File: config.mk
export PLATFORM = sky130hd
export DESIGN_NAME = alu_shift_seq
export DESIGN_NICKNAME = d
export VERILOG_FILES = /design/src/rtl/alu_shift_seq.sv
export SDC_FILE = /design/constraint.sdc
export NUM_CORES = 1
export LEC_CHECK = 0
export BUFFER_PORTS_ARGS = -buffer_cell sky130_fd_sc_hd__buf_2
export CELL_PAD_IN_SITES_DETAIL_PLACEMENT = 1
export CELL_PAD_IN_SITES_GLOBAL_PLACEMENT = 1
export CORE_ASPECT_RATIO = 1.4
export CORE_MARGIN = 2
export CORE_UTILIZATION = 37
export CTS_CLUSTER_SIZE = 40
export DETAILED_ROUTE_END_ITERATION = 12
export GPL_TIMING_DRIVEN = 0
export PLACE_DENSITY_LB_ADDON = 0.1
export SLEW_MARGIN = 10
export SYNTH_ARGS = -nofsm -noshare
export SYNTH_HDL_FRONTEND = slang
export SYNTH_SLANG_ARGS = --single-unit
File: constraint.sdc
create_clock -name clk -period 2.19 [get_ports clk]
set_input_delay 0.1095 -clock clk [delete_from_list [all_inputs] [get_ports clk]]
set_output_delay 0.1095 -clock clk [all_outputs]
set_load 0.05 [all_outputs]
File: src/rtl/alu_shift_seq.sv
// alu_shift_seq: sequential shifter that moves Result one bit per clock for SLL/SRL/SRA/ROTR,
// with start/kill handshake and a one-cycle done pulse.
module alu_shift_seq (
   input  logic        clk,
   input  logic        reset,
   input  logic        start,
   input  logic        kill,
   input  logic [31:0] A,
   input  logic [31:0] B,
   input  logic [1:0]  op,
   output logic [31:0] Result,
   output logic        busy,
   output logic        done
);
   typedef enum logic [1:0] {IDLE, SHIFT, DONE} state_t;
   state_t      r_state, w_next;
   logic [4:0]  r_cnt;
   logic [1:0]  r_op;
   logic        r_sign;
   logic        w_accept;
   logic [31:0] w_step;
   logic        w_unused;
   assign w_unused = ^A[31:5];
   // kill outranks start in every state, so a killed edge never loads a new operation
   assign w_accept = start && !kill && r_state != SHIFT;
   assign busy = r_state == SHIFT;
   assign done = r_state == DONE;
   always_comb begin
      w_step = r_op == 2'b00 ? {Result[30:0], 1'b0}    :
               r_op == 2'b01 ? {1'b0, Result[31:1]}    :
               r_op == 2'b11 ? {r_sign, Result[31:1]}  :
                               {Result[0], Result[31:1]};
   end
   always_comb begin
      w_next = r_state;
      if (kill && r_state != IDLE)
         w_next = IDLE;
      else if (w_accept)
         w_next = A[4:0] == 5'd0 ? DONE : SHIFT;
      else if (r_state == SHIFT && r_cnt == 5'd1)
         w_next = DONE;
      else if (r_state == DONE)
         w_next = IDLE;
   end
   always_ff @(posedge clk or posedge reset) begin
      if (reset)
         r_state <= IDLE;
      else
         r_state <= w_next;
   end
   always_ff @(posedge clk or posedge reset) begin
      if (reset) begin
         Result <= 32'd0;
         r_cnt  <= 5'd0;
         r_op   <= 2'd0;
         r_sign <= 1'b0;
      end else if (w_accept) begin
         Result <= B;
         r_cnt  <= A[4:0];
         r_op   <= op;
         r_sign <= B[31];
      end else if (r_state == SHIFT && !kill) begin
         Result <= w_step;
         r_cnt  <= r_cnt - 5'd1;
      end
   end
endmodule

==> impl_metrics.ini <==
[outcome]
status = complete, no violations

[synthesis]
synth_compound_area_share_pct = 20.9
synth-xor-area-share_pct = 0
synthArstFlopShare_pct = 100
synth_edf_count = 0
yosysWarnings = 0
synth_cell_type_count = 36
synth_area_leaders = dfrtp_1 (46%), mux2_2 (12%), o22ai_1 (7.9%)
synth_common_cells = dfrtp_1 (42), a21oi_1 (35), nor2_1 (32), o22ai_1 (29), mux2_2 (25)
netlist_area_um2 = 2310
synth_most_common_cell = dfrtp_1
avgSynthCellArea_um2 = 9.74
synthAdderAreaFrac_pct = 1.08
muxShareOfSynthArea_pct = 17.4
synth_seq_cells = 42
syn-num-nets = 309
synth_top_family_by_area = compound AO/OA/AOI/OAI gates
synth-simple-area-share_pct = 9.81
synth_top_area_share_pct = 45.5
yosys.area.top_type = dfrtp_1
syn_inst = 237
ys_seq_area_share_pct = 45.5
synthFlopType = dfrtp_1

[power]
total_power_mw = 3.15
switching_power_mw = 1.36
p_leak_nw = 1.26
pwr_density_cell_nw_per_um2 = 1080
p_clk_share_pct = 20.3
ir_drop_v = 0.000404
seqPwrFrac_pct = 36.0
swShare_pct = 43.2
comb_power_share_pct = 43.7
p_int_mw = 1.79

[grt]
grt_pass1_vias = 2262
overflow = 0
grt_max_degree = 30
grt_pass1_wl_mm = 11.3
grt_use_total_pct = 20.5
antenna_found_initial = 0

[sta]
period_minus_slack_ns = 1.63
whs_ns = 0.0464
tightest_slew_ns = 0.571
slew_headroom_pct = 61.7
rsz0062_at_grt = no
setup_ws_ns = 0.557
finClkSkew_ns = 0.00996
setup_violations = 0
slew_viol_final = 0
finalHoldViolations = 0
fmax_mhz = 612
setup_tns_ns = 0
fin_crit_sh_pct = 74.6

[final_layout]
postLayoutCellArea_um2 = 2920
final_core_util_pct = 47.6
antenna_cells = 0
fin_cells = 393
drive_above_1_share_pct = 39.6
layout.nets = 393
area_delta_synth_final_pct = 26.3

[setup_path]
reg2reg_depth = 5
reg2reg_slack_ns = 0.56
cp.required_ns = 2.36
crit_fanout = 10
worstSetupPathDepth = 5
slowest_stage = dfrtp_1
r2r_end = Result[22]$_DFFE_PP0P_
startpoint = r_op[0]$_DFFE_PP0P_
worstSetupStartpointType = register
cp_num_buf_inv = 1
cp-end-kind = register
critical_path_class = register to register
path_cells = nor2_2 -> buf_4 -> mux2_2 -> o22ai_1 -> a21oi_1
max_stage_delay_ns = 0.44
cp_data_arrival_time_ns = 1.80
reg2reg_from = r_op[0]$_DFFE_PP0P_
crit_family = flip-flops
cp-endpoint = Result[22]$_DFFE_PP0P_

[clock_tree]
numCtsBuffers = 5
ctsHtreeMaxLevel = 2
clkTransAtPathRegs_ns = 0.09
ctsRootBufferMaster = clkbuf_8
cts_setup_buffers = 0
clock-sinks = 42
cts_tree = yes
worstSkewPairLatency_ns = 0.30
clockBufferDepth = 2

[detailed_routing]
drtAntennaViolNets = 0
wl_met2_mm = 3.64
routed_via_density = 5.52
wl_met1_mm = 2.83
dr.first_iter.drc_count = 47
drt_pass1_iterations = 3
vias = 2168
drc = 0
wl_per_cell_um = 17.3
routed.top_layer = met4
route.met3.wl_um = 259
drt_wl_total_mm = 6.82

[place]
place_hpwl_mm = 4.94
place_area_um2 = 2790
post-place-ws_ns = 0.588
dp_cells = 385
gp_congestion = 0.816
numPortBuffers = 75

[job]
cap_violations = 0

[floorplan]
ioPinCount = 104
core-area_um2 = 6130
die_w_um = 70.8
std_cell_rows = 34
initial_utilization_pct = 37.7
dieArea_um2 = 6900
die_h_um = 97.5

[hold_path]
hp-class = primary input to register
## flip-flops by register name, summed over array words and instances, names as in the netlist
name	flops
Result	32
r_op	2
r_cnt	5
r_sign	1
r_state	2
## power by group through the flow
stage                     registers (mW)  clock network, mW  logic, mW
after CTS                           1.14              0.661       1.39
after floorplan                     1.57                  0      0.596
after global routing                1.17              0.694       1.48
final                               1.14              0.641       1.38
after detailed placement            1.15                  0       1.38
after global placement              1.15                  0       1.36
## worst register-to-register path: cells and delay by family, from the launching register on
| family | cells | cell delay, ns |
|---|---|---|
| flip-flops | 1 | 0.44 |
| AO/OA/AOI/OAI | 2 | 0.25 |
| AND/OR/NAND/NOR | 1 | 0.23 |
| multiplexers | 1 | 0.35 |
| buffers and inverters | 1 | 0.23 |
## worst min path at each step
| stage | to | from | cells past startpoint |
|---|---|---|---|
| global placement | r_op[0]$_DFFE_PP0P_ | op[0] | 2 |
| global route | r_op[1]$_DFFE_PP0P_ | op[1] | 2 |
| finish | r_op[0]$_DFFE_PP0P_ | op[0] | 2 |
| CTS | r_op[0]$_DFFE_PP0P_ | op[0] | 2 |
| floorplan | Result[0]$_DFFE_PP0P_ | B[0] | 1 |
| detailed placement | Result[20]$_DFFE_PP0P_ | reset | 2 |
## cell families (layout without fill, tap and decap cells)
| kind of cell | Yosys count | after routing |
|---|---|---|
| AO/OA/AOI/OAI | 83 | 83 |
| AND/OR/NAND/NOR | 50 | 50 |
| flip-flops | 42 | 42 |
| multiplexers | 36 | 36 |
| buffers and inverters | 24 | 108 |
| adder cells (fa/ha/maj) | 2 | 2 |
## placed cells by master (no fill, tap or decap), drive strengths merged, types with 3 or more instances in the layout
| master | Yosys | final |
|---|---|---|
| buf | 13 | 89 |
| dfrtp | 42 | 42 |
| a21oi | 36 | 36 |
| nor2 | 33 | 33 |
| mux2 | 33 | 33 |
| o22ai | 29 | 29 |
| o21ai | 10 | 10 |
| clkbuf | 4 | 10 |
| nand2 | 6 | 6 |
| inv | 6 | 6 |
| mux2i | 3 | 3 |
## area by class of cell
type	instances	area, µm²
flip-flops and latches	42	1050
well taps	72	90.1
repair buffers	77	405
multi-input cells	171	1130
plain buffers	17	96.3
clock inverters	1	30.0
clock buffers	6	82.6
fillers	739	3210
inverters	7	26.3
## timing repair
action,4_1_cts,5_1_grt
endpoints found under the hold margin,13,0
hold buffers,1,0
resized for setup,0,0
## metal layers
metal | global-route usage [%] | vias up
li1 | - | 1029
met1 | 25.3 | 1085
met2 | 36.6 | 47
met3 | 3.01 | 7
met4 | 5.66 | 0
met5 | 0 | -
No activity file was read; power rests on OpenSTA's default activity.
